File: src/rtl/arb_mux_nparam_if.sv
// Handshake bundle for arb_mux_nparam: per-channel producer inputs, control,
// and the registered output stream with its status flags.
interface arb_mux_nparam_if #(
    parameter int N   = 4,
    parameter int X   = 16,
    parameter int S_W = 3
);
    logic [N*X-1:0] in_data;
    logic [N-1:0]   in_valid;
    logic [N-1:0]   in_ready;
    logic [1:0]     mode;
    logic [S_W-1:0] s;
    logic [X-1:0]   out;
    logic           out_valid;
    logic           out_ready;
    logic [S_W-1:0] out_src;
    logic           sel_err;

    // Design-side view.
    modport slave (
        input  in_data,
        input  in_valid,
        output in_ready,
        input  mode,
        input  s,
        output out,
        output out_valid,
        input  out_ready,
        output out_src,
        output sel_err
    );

    // Producer/consumer-side view.
    modport master (
        output in_data,
        output in_valid,
        input  in_ready,
        output mode,
        output s,
        input  out,
        input  out_valid,
        output out_ready,
        input  out_src,
        input  sel_err
    );
endinterface

File: src/rtl/arb_mux_nparam.sv
// N-channel source-select mux with HOLD/FIXED/RR/PRIO arbitration, a single
// registered output stage and valid/ready backpressure on every side.
module arb_mux_nparam #(
    parameter int N   = 4,
    parameter int X   = 16,
    parameter int S_W = 3
) (
    input  logic                  clk,
    input  logic                  rst,
    arb_mux_nparam_if.slave       bus
);

    typedef enum logic [1:0] {
        MODE_HOLD  = 2'b00,
        MODE_FIXED = 2'b01,
        MODE_RR    = 2'b10,
        MODE_PRIO  = 2'b11
    } mode_t;

    logic [X-1:0]   r_out;
    logic           r_out_valid;
    logic [S_W-1:0] r_out_src;
    logic           r_sel_err;
    logic [S_W-1:0] r_rr_ptr;

    mode_t          w_mode;
    logic           w_can_load;
    logic           w_grant_vld;
    logic [S_W-1:0] w_grant;
    logic [X-1:0]   w_sel_data;
    logic           w_sel_valid;
    logic [N-1:0]   w_in_ready;
    logic           w_xfer;
    logic           w_bad_sel;

    assign w_mode     = mode_t'(bus.mode);
    assign w_can_load = !r_out_valid || bus.out_ready;
    assign w_bad_sel  = (w_mode == MODE_FIXED) && (int'(bus.s) >= N);

    // Grant selection; RR searches upward from the channel after the last RR winner.
    always_comb begin
        logic found;
        found       = 1'b0;
        w_grant_vld = 1'b0;
        w_grant     = '0;
        case (w_mode)
            MODE_FIXED: begin
                if (int'(bus.s) < N) begin
                    w_grant_vld = 1'b1;
                    w_grant     = bus.s;
                end
            end
            MODE_RR: begin
                for (int k = 1; k <= N; k++) begin
                    for (int i = 0; i < N; i++) begin
                        if (!found && bus.in_valid[i] &&
                            (((int'(r_rr_ptr) + k) % N) == i)) begin
                            found       = 1'b1;
                            w_grant_vld = 1'b1;
                            w_grant     = S_W'(i);
                        end
                    end
                end
            end
            MODE_PRIO: begin
                for (int i = 0; i < N; i++) begin
                    if (!found && bus.in_valid[i]) begin
                        found       = 1'b1;
                        w_grant_vld = 1'b1;
                        w_grant     = S_W'(i);
                    end
                end
            end
            default: begin
                w_grant_vld = 1'b0;
            end
        endcase
    end

    always_comb begin
        w_sel_data  = '0;
        w_sel_valid = 1'b0;
        w_in_ready  = '0;
        for (int i = 0; i < N; i++) begin
            if (w_grant_vld && (w_grant == S_W'(i))) begin
                w_sel_data    = bus.in_data[i*X +: X];
                w_sel_valid   = bus.in_valid[i];
                w_in_ready[i] = w_can_load;
            end
        end
    end

    // A FIXED grant may be ready on an idle channel; only a valid one transfers.
    assign w_xfer = w_grant_vld && w_can_load && w_sel_valid;

    always_ff @(posedge clk) begin
        if (rst) begin
            r_out       <= '0;
            r_out_valid <= 1'b0;
            r_out_src   <= '0;
            r_sel_err   <= 1'b0;
            r_rr_ptr    <= S_W'(N - 1);
        end else begin
            if (w_xfer) begin
                r_out       <= w_sel_data;
                r_out_src   <= w_grant;
                r_out_valid <= 1'b1;
                if (w_mode == MODE_RR) begin
                    r_rr_ptr <= w_grant;
                end
            end else if (bus.out_ready) begin
                r_out_valid <= 1'b0;
            end
            if (w_bad_sel) begin
                r_sel_err <= 1'b1;
            end
        end
    end

    assign bus.in_ready  = w_in_ready;
    assign bus.out       = r_out;
    assign bus.out_valid = r_out_valid;
    assign bus.out_src   = r_out_src;
    assign bus.sel_err   = r_sel_err;

endmodule

File: src/flat_wrapper.sv
// flat-port wrapper written by rule: the top's interface ports become plain ports
module arb_mux_nparam_flat 
#(
    parameter int N   = 4,
    parameter int X   = 16,
    parameter int S_W = 3
)
  (clk, rst, bus_in_data, bus_in_valid, bus_in_ready, bus_mode, bus_s, bus_out, bus_out_valid, bus_out_ready, bus_out_src, bus_sel_err);
  arb_mux_nparam_if #(.N(N), .X(X), .S_W(S_W)) bus_i ();
  input  logic clk;
  input  logic rst;
  input wire logic [$bits(bus_i.in_data)-1:0] bus_in_data;
  input wire logic [$bits(bus_i.in_valid)-1:0] bus_in_valid;
  output wire logic [$bits(bus_i.in_ready)-1:0] bus_in_ready;
  input wire logic [$bits(bus_i.mode)-1:0] bus_mode;
  input wire logic [$bits(bus_i.s)-1:0] bus_s;
  output wire logic [$bits(bus_i.out)-1:0] bus_out;
  output wire logic [$bits(bus_i.out_valid)-1:0] bus_out_valid;
  input wire logic [$bits(bus_i.out_ready)-1:0] bus_out_ready;
  output wire logic [$bits(bus_i.out_src)-1:0] bus_out_src;
  output wire logic [$bits(bus_i.sel_err)-1:0] bus_sel_err;
  assign bus_i.in_data = bus_in_data;
  assign bus_i.in_valid = bus_in_valid;
  assign bus_in_ready = bus_i.in_ready;
  assign bus_i.mode = bus_mode;
  assign bus_i.s = bus_s;
  assign bus_out = bus_i.out;
  assign bus_out_valid = bus_i.out_valid;
  assign bus_i.out_ready = bus_out_ready;
  assign bus_out_src = bus_i.out_src;
  assign bus_sel_err = bus_i.sel_err;
  arb_mux_nparam #(.N(N), .X(X), .S_W(S_W)) u_core (.clk(clk), .rst(rst), .bus(bus_i));
endmodule
File: config.mk
export PLATFORM = sky130hd
export DESIGN_NAME = arb_mux_nparam_flat
export DESIGN_NICKNAME = d
export VERILOG_FILES = /design/src/rtl/arb_mux_nparam_if.sv /design/src/rtl/arb_mux_nparam.sv /design/src/flat_wrapper.sv
export SDC_FILE = /design/constraint.sdc
export NUM_CORES = 1
export LEC_CHECK = 0
export CORE_UTILIZATION = 30
export DETAILED_ROUTE_END_ITERATION = 8
export PLACE_DENSITY = 0.67
export SLEW_MARGIN = 20
export SYNTH_ARGS = -nofsm -noshare
export SYNTH_HDL_FRONTEND = slang
export SYNTH_SLANG_ARGS = --single-unit
export TNS_END_PERCENT = 10
File: constraint.sdc
create_clock -name clk -period 5.67 [get_ports clk]
set_clock_uncertainty 0.05 [all_clocks]
set_input_delay 0.8505 -clock clk [delete_from_list [all_inputs] [get_ports clk]]
set_output_delay 0.8505 -clock clk [all_outputs]
set_load 0.005 [all_outputs]
==> results.cfg, run 1 <==
[timing]
max_slew.worst_pin.slew_ns = 0.9514
final-hold-violation-count = 0
min_period_ns = 4.414
timing.final.ws_setup_ns = 1.256
setup_viol = 0
slew_headroom = 0.3657
fin_hold_ws_ns = 0.4301
slew_violations = 0
rsz0062_at_grt = no
period_share = 0.7785
fmax_mhz = 226.5
tns_ns = 0

[setup_path]
slowest_delay_ns = 0.78
slowest_stage = o311ai_4
cp-start-kind = input port
required_ns = 4.77
path_class = input port to primary output
cp_max_fo = 21
crit_chain = clkdlybuf4s50_1 > nor2b_1 > nor2_1 > o311ai_4 > buf_4 > nor2_1 > clkdlybuf4s50_1
path_buf_inv = 3
cp_top_family = buffers and inverters
cp-startpoint = bus_in_valid[3]
worst_setup_path_end_kind = primary output
timing.rr.start = u_core.r_rr_ptr[0]$_SDFFE_PP1P_
crit_arrival_ns = 3.51

[finish]
stdcell_area_um2 = 2741
synthToLayoutAreaGrowth_pct = 68.15
diodes = 0
multi_input_area_um2 = 1125
regArea_um2 = 440.4
fill_cells = 482
nets = 347
drive_gt1_frac = 0.05926

[placed_design]
placed_area_um2 = 2670
io_buffers = 99
dpl_worst_slack_ns = 1.239
post-dp-hpwl_um = 3602
place.gp.congestion = 0.8185

[synth]
synth_edf_count = 0
yosysMostFrequentCell = mux2i_1
syn_area_per_cell_um2 = 9.211
synth_nets = 253
async_reset_ff_frac = 0
synth_common_cells = 33 x mux2i_1, 22 x dfxtp_1, 20 x nor2b_1
ys_ff_latch = 22
netlist_instances = 177
post_synth_num_cell_types = 38
yosysWarnings = 0
synth_top_area_frac = 0.2701
synth_area_leaders = dfxtp_1 27%, mux2i_1 20%, mux2_4 8.3%, nor2b_1 7.7%, o22ai_1 6.5%
ys_seq_area_frac = 0.2701
synthFlopType = dfxtp_1
syn_area_um2 = 1630
synth_top_cell_by_area = dfxtp_1

[clock_tree]
clk_pin_slew_ns = 0.07
clk_latency_ns = 0.26
cts_setup_buffers = 0
cts.repair.resized = 0
cts_tree = yes
cts-root-buf = clkbuf_8
cts.htree.levels = 1
cts_hold_buffers = 0
clkSinkCount = 22
numCtsBuffers = 3
clockBufferDepth = 2

[routing]
drt_iter0_drc = 54
first_pass_iters = 4
ant_nets = 0
post_drt_via_cell_ratio = 4.876
wl_per_cell_um = 13.60
finalWirelength_um = 4623
drc = 0
vias = 1658

[power_and_ir_drop]
power_density_nw_per_um2 = 182.9
peakVddDrop_uv = 102.9
p_leak_nw = 1.076

[floorplanning]
die-width_um = 75.72
initial_utilization = 0.3152
pin_count = 101
die_h_um = 75.72
core_um2 = 5172
rows = 26
dieArea_um2 = 5734

[min_path]
hold_start = u_core.bus.out_valid$_SDFFE_PP0P_
hold_path_class = flop to flop

[grt]
grt_usage = 0.1558
antenna_found_initial = 0
grt_start_max_net_pins = 24
grt_pass1_wl_um = 6768
grt-ovfl-total = 0
first_global_vias = 1532

[run_status]
status = completed

[job]
max-cap-violations = 0
per-layer routing:
layer  global-route usage  vias up  part of all wire
met3              0.03571        5             0.062
met5                    0        -                 0
li1                     -      835                 -
met2               0.3036       53              0.53
met4              0.03909        0             0.010
met1               0.1681      765              0.40
flip-flops by register name, indices dropped and copies added (netlist names):
name	cells
u_core.bus.out	16
u_core.bus.out_src	2
u_core.bus.out_valid	1
u_core.bus.sel_err	1
u_core.r_rr_ptr	2
layout by cell type, fill, tap and decap left out, drive strengths merged, types with 3 or more instances in the layout:
master and n:
clkdlybuf4s50 99, mux2i 33, dfxtp 22, nor2b 20, mux2 18, o22ai 17, nand2b 8, nor2 8
nand2 5, a21oi 4, inv 3, clkbuf 3
report_power, final:
part	switching (mW)	internal, mW	leakage (nW)	total [mW]
combinational	0.0681	0.114	0.861	0.182
clock	0.0538	0.0944	0.0357	0.148
sequential	0.00576	0.165	0.179	0.171
logic make-up after synthesis:
family	after synthesis	synth area share
AO/OA/AOI/OAI	35	0.1443
multiplexers	51	0.3477
AND/OR/NAND/NOR	53	0.1850
flip-flops	22	0.2701
other	1	0.002300
buffers and inverters	15	0.05065
through the flow:
step	total power, mW	instances	util
3_5_place_dp	0.3585	336	0.5162
5_1_grt	0.5264	340	0.5300
4_1_cts	0.5082	340	0.5300
3_3_place_gp	0.3572	336	0.5162
6_report	0.5015	340	0.5300
2_1_floorplan	0.2666	177	-
layout make-up:
class / instances / share of cell area
tap: 70 / 0.03195
inverter: 3 / 0.004108
sequential: 22 / 0.1607
multi-input combinational: 140 / 0.4103
timing repair buffer: 101 / 0.3670
clock buffer: 3 / 0.01506
clock inverter: 1 / 0.01095
worst reg2reg max path, cell delays in order, from the launching register on:
cell	delay, ns
dfxtp_1	0.33
and2b_1	0.22
nor2_1	0.07
o311ai_4	0.78
mux2i_1	0.35
o21a_1	0.78
mux2_1	0.40
final timing paths:
check                           slack [ns]  depth (start not counted)                           endpoint
worst max-delay path                  1.26                          7                    bus_in_ready[0]
worst min-delay path                  0.43                          2  u_core.bus.out_valid$_SDFFE_PP0P_
worst max register to register        2.59                          6     u_core.bus.out[6]$_SDFFE_PP0P_
worst min register to register        0.43                          2  u_core.bus.out_valid$_SDFFE_PP0P_
Power figures use the tool's default switching activity.
==> run 2: changes to the inputs <==
--- a/config.mk
+++ b/config.mk
@@ -7,7 +7,7 @@
 export LEC_CHECK = 0
 export CORE_UTILIZATION = 30
 export DETAILED_ROUTE_END_ITERATION = 8
-export PLACE_DENSITY = 0.67
+export PLACE_DENSITY = 0.7
 export SLEW_MARGIN = 20
 export SYNTH_ARGS = -nofsm -noshare
 export SYNTH_HDL_FRONTEND = slang
==> constraint.sdc (replaced) <==
create_clock -name clk -period 3.73 [get_ports clk]
set_clock_uncertainty 0.05 [all_clocks]
set_input_delay 0.5595 -clock clk [delete_from_list [all_inputs] [get_ports clk]]
set_output_delay 0.5595 -clock clk [all_outputs]
set_load 0.005 [all_outputs]
==> results.cfg, run 2 (synthesis results as in run 1) <==
[clock_tree]
numCtsBuffers = 3
cts.repair.resized = 0
clk_latency_ns = 0.26
cts_tree = yes
cts.htree.levels = 1
clk_pin_slew_ns = 0.08
clockBufferDepth = 2
cts-root-buf = clkbuf_8
cts_hold_buffers = 0
cts_setup_buffers = 0
clkSinkCount = 22

[floorplanning]
die-width_um = 75.72
pin_count = 101
core_um2 = 5172
die_h_um = 75.72
dieArea_um2 = 5734
rows = 26
initial_utilization = 0.3152

[job]
max-cap-violations = 0

[routing]
post_drt_via_cell_ratio = 4.772
wl_per_cell_um = 13.48
drc = 0
vias = 1651
finalWirelength_um = 4663
first_pass_iters = 4
ant_nets = 0
drt_iter0_drc = 50

[finish]
synthToLayoutAreaGrowth_pct = 69.92
multi_input_area_um2 = 1125
final_cell_mix = 99 x clkdlybuf4s50_1, 33 x mux2i_1, 22 x dfxtp_1
stdcell_area_um2 = 2770
regArea_um2 = 440.4
drive_gt1_frac = 0.07971
fill_cells = 497
mostFrequentLayoutCell = clkdlybuf4s50_1
largest_reg_flops = 16
diodes = 0
nets = 353

[power_and_ir_drop]
power_frac_clock = 0.241
p_sw_frac = 0.2696
power_frac_seq = 0.363
p_comb_frac = 0.395
switching_power_mw = 0.1934
p_leak_nw = 1.097
peakVddDrop_uv = 156.9
power_density_nw_per_um2 = 259.0
p_int_mw = 0.5241

[timing]
min_period_ns = 3.464
slew_violations = 0
slew_headroom = 0.6405
setup_viol = 0
final-hold-violation-count = 0
fmax_mhz = 288.7
rsz0062_at_grt = no
tns_ns = 0
period_share = 0.9287
max_slew.worst_pin.slew_ns = 0.5392

[setup_path]
crit_chain = clkdlybuf4s50_1 > nor3b_1 > a21oi_1 > a21oi_1 > nand2b_1 > nor2_1 > clkdlybuf4s50_1
slowest_delay_ns = 0.57
required_ns = 3.12
worst_setup_path_end_kind = primary output
cp-start-kind = input port
crit_arrival_ns = 2.85
cp_max_fo = 7
path_class = input port to primary output
slowest_stage = clkdlybuf4s50_1

[grt]
first_global_vias = 1602
grt_pass1_wl_um = 7265
grt_start_max_net_pins = 24
grt-ovfl-total = 0
antenna_found_initial = 0
grt_usage = 0.1668

[min_path]
hold_path_class = flop to flop

[placed_design]
post-dp-hpwl_um = 3732
io_buffers = 99
placed_area_um2 = 2715
place.gp.congestion = 0.8911

[run_status]
status = completed
-- run 2: changes by cell type in the layout (fill, tap and decap cells not counted), sizes merged --
cell    previous run  this run
clkbuf             3         4
buf                2         8
bufinv             1         0
-- run 2: cell type report --
cell class	count	share of cell area
Sequential cell	22	0.1590
Multi-Input combinational cell	140	0.4061
Clock buffer	4	0.01987
Inverter	3	0.004065
Tap cell	70	0.03162
Timing Repair Buffer	107	0.3794
-- run 2: metrics by stage --
step	worst slack (ns)	std cells	hold WS, ns	power (mW)	utilization
2_1_floorplan	1.303	177	0.3920	0.4052	-
3_3_place_gp	0.4263	342	0.4164	0.5494	0.5249
3_5_place_dp	0.3079	342	0.4152	0.5524	0.5249
4_1_cts	0.2955	346	0.4340	0.7273	0.5356
5_1_grt	0.06076	346	0.4610	0.7632	0.5356
6_report	0.2659	346	0.4245	0.7176	0.5356
-- run 2: critical path: cells and delay by family --
kind / cells / cell delay (ns)
AOI/OAI and AO/OA: 2 / 0.47
buffers and inverters: 2 / 1.09
and+or+nand+nor: 3 / 0.73
-- run 2: per-layer routing --
metal / vias to the layer above / GRT usage / wire length (um) / part of all wire
li1: 841 / - / - / -
met1: 755 / 0.1933 / 1948 / 0.42
met2: 51 / 0.3065 / 2423 / 0.52
met3: 4 / 0.05159 / 260 / 0.056
met4: 0 / 0.02469 / 31 / 0.0066
met5: - / 0 / 0 / 0
-- run 2: path summary, 6_finish.rpt --
check	start	endpoint	slack [ns]	depth (start not counted)
worst max-delay path	bus_mode[0]	bus_in_ready[2]	0.27	7
worst min-delay path	u_core.bus.sel_err$_SDFFE_PP0P_	u_core.bus.sel_err$_SDFFE_PP0P_	0.42	2
worst min register to register	u_core.bus.sel_err$_SDFFE_PP0P_	u_core.bus.sel_err$_SDFFE_PP0P_	0.42	2
worst max register to register	u_core.r_rr_ptr[0]$_SDFFE_PP1P_	u_core.bus.out[13]$_SDFFE_PP0P_	1.30	8
-- run 2: power by group through the flow --
stage	Combinational, mW	Clock [mW]	Sequential [mW]
finish	0.284	0.173	0.261
global route	0.307	0.193	0.263
CTS	0.287	0.179	0.261
detailed placement	0.287	0	0.266
global placement	0.284	0	0.265
floorplan	0.139	0	0.266
==> run 3: changes to the inputs <==
--- a/config.mk
+++ b/config.mk
@@ -5,11 +5,10 @@
 export SDC_FILE = /design/constraint.sdc
 export NUM_CORES = 1
 export LEC_CHECK = 0
-export CORE_UTILIZATION = 30
+export CORE_UTILIZATION = 40
 export DETAILED_ROUTE_END_ITERATION = 8
-export PLACE_DENSITY = 0.7
+export PLACE_DENSITY = 0.86
 export SLEW_MARGIN = 20
 export SYNTH_ARGS = -nofsm -noshare
 export SYNTH_HDL_FRONTEND = slang
 export SYNTH_SLANG_ARGS = --single-unit
-export TNS_END_PERCENT = 10
==> constraint.sdc (replaced) <==
create_clock -name clk -period 4.2 [get_ports clk]
set_clock_uncertainty 0.05 [all_clocks]
set_input_delay 0.63 -clock clk [delete_from_list [all_inputs] [get_ports clk]]
set_output_delay 0.63 -clock clk [all_outputs]
set_load 0.005 [all_outputs]
==> results.cfg, run 3 (synthesis results as in run 1) <==
[clock_tree]
cts.repair.resized = 0
cts-root-buf = clkbuf_8
clk_pin_slew_ns = 0.07
cts_setup_buffers = 0
clk_latency_ns = 0.25
cts_hold_buffers = 0
cts.htree.levels = 1
numCtsBuffers = 3
clockBufferDepth = 2
cts_tree = yes
clkSinkCount = 22

[timing]
fmax_mhz = 268.1
slew_headroom = 0.4266
fin_hold_ws_ns = 0.4264
rsz0062_at_grt = no
tns_ns = 0
period_share = 0.8881
max_slew.worst_pin.slew_ns = 0.8581
setup_viol = 0
slew_violations = 0
final-hold-violation-count = 0
min_period_ns = 3.730

[setup_path]
required_ns = 3.52
regToRegEndpoint = u_core.bus.out[5]$_SDFFE_PP0P_
r2r_cells = 7
path_class = input port to primary output
crit_arrival_ns = 3.05
cp-start-kind = input port
cp_max_fo = 17
critPathCapture = bus_in_ready[1]
timing.rr.start = u_core.r_rr_ptr[0]$_SDFFE_PP1P_
worst_setup_path_end_kind = primary output
cp-startpoint = bus_in_valid[1]
r2r_setup_slack_ns = 1.54

[routing]
ant_nets = 0
post_drt_via_cell_ratio = 5.204
drt_iter0_drc = 102
first_pass_iters = 4
finalWirelength_um = 4687
drc = 0
vias = 1660
wl_per_cell_um = 14.69

[finish]
nets = 349
diodes = 0
final_cell_mix = 99 x clkdlybuf4s50_1, 33 x mux2i_1, 22 x dfxtp_1
fill_cells = 308
mostFrequentLayoutCell = clkdlybuf4s50_1
synthToLayoutAreaGrowth_pct = 65.54
drive_gt1_frac = 0.06273
largest_reg_flops = 16

[power_and_ir_drop]
switching_power_mw = 0.1643
p_int_mw = 0.4425
power_frac_seq = 0.381
p_comb_frac = 0.410
power_density_nw_per_um2 = 224.8
power_frac_clock = 0.209
peakVddDrop_uv = 167.0
p_leak_nw = 1.071
p_sw_frac = 0.2708

[min_path]
hold_path_class = flop to flop

[floorplanning]
die_h_um = 65.84
die-width_um = 65.84
core_um2 = 3771
pin_count = 101
dieArea_um2 = 4335
rows = 22
initial_utilization = 0.4323

[placed_design]
io_buffers = 99
place.gp.congestion = 0.8209
post-dp-hpwl_um = 3638

[job]
max-cap-violations = 0

[run_status]
status = completed

[grt]
antenna_found_initial = 0
grt-ovfl-total = 0
grt_start_max_net_pins = 23
first_global_vias = 1598
grt_pass1_wl_um = 7314
grt_usage = 0.2200
## run 3: changes by cell type in the layout (fill, tap and decap cells not counted)
cell / before / now
buf_4: 8 / 4
clkbuf_8: 4 / 3
## run 3: power by group through the flow
stage | combinational, mW | clock, mW | sequential, mW
floorplan | 0.124 | 0 | 0.236
global placement | 0.244 | 0 | 0.236
detailed placement | 0.249 | 0 | 0.236
CTS | 0.250 | 0.131 | 0.231
global route | 0.267 | 0.143 | 0.233
finish | 0.249 | 0.127 | 0.231
## run 3: worst max-delay path: stages
cell and delay (ns):
clkdlybuf4s50_1 0.61, and2b_1 0.20, nor2_1 0.08, o311ai_4 0.75, and3_1 0.27, clkdlybuf4s50_1 0.49
## run 3: layout make-up
class / instances / area (um^2) / share of cell area
flip-flops and latches: 22 / 440.4 / 0.1632
well taps: 48 / 60.06 / 0.02225
clock buffers: 3 / 41.29 / 0.01530
multi-input cells: 140 / 1125 / 0.4168
repair buffers: 103 / 1021 / 0.3783
inverters: 3 / 11.26 / 0.004172
## run 3: layer usage
metal	routed length (um)	vias to the layer above	track usage
met5	0	-	0
met4	17	0	0.03533
met3	271	2	0.06034
met2	2414	49	0.3967
met1	1983	774	0.2597
li1	-	835	-
## run 3: worst min-delay path by stage
stage | from | end | slack [ns] | depth (start not counted)
after global routing | u_core.r_rr_ptr[0]$_SDFFE_PP1P_ | u_core.r_rr_ptr[0]$_SDFFE_PP1P_ | 0.46 | 1
final | u_core.bus.sel_err$_SDFFE_PP0P_ | u_core.bus.sel_err$_SDFFE_PP0P_ | 0.43 | 2
after CTS | u_core.bus.sel_err$_SDFFE_PP0P_ | u_core.bus.sel_err$_SDFFE_PP0P_ | 0.43 | 2
after detailed placement | u_core.bus.sel_err$_SDFFE_PP0P_ | u_core.bus.sel_err$_SDFFE_PP0P_ | 0.41 | 2
after global placement | u_core.bus.sel_err$_SDFFE_PP0P_ | u_core.bus.sel_err$_SDFFE_PP0P_ | 0.42 | 2
after floorplan | u_core.r_rr_ptr[0]$_SDFFE_PP1P_ | u_core.r_rr_ptr[0]$_SDFFE_PP1P_ | 0.39 | 1
## run 3: per-stage QoR
step	cells	power (mW)	util	worst slack, ns	cell area, um^2
CTS	319	0.6127	0.7157	0.4542	2699
global placement	316	0.4802	0.7047	0.5172	2658
finish	319	0.6068	0.7157	0.4700	2699
detailed placement	316	0.4848	0.7047	0.4499	2658
floorplan	177	0.3599	-	1.685	1630
global route	319	0.6430	0.7157	0.3438	2699
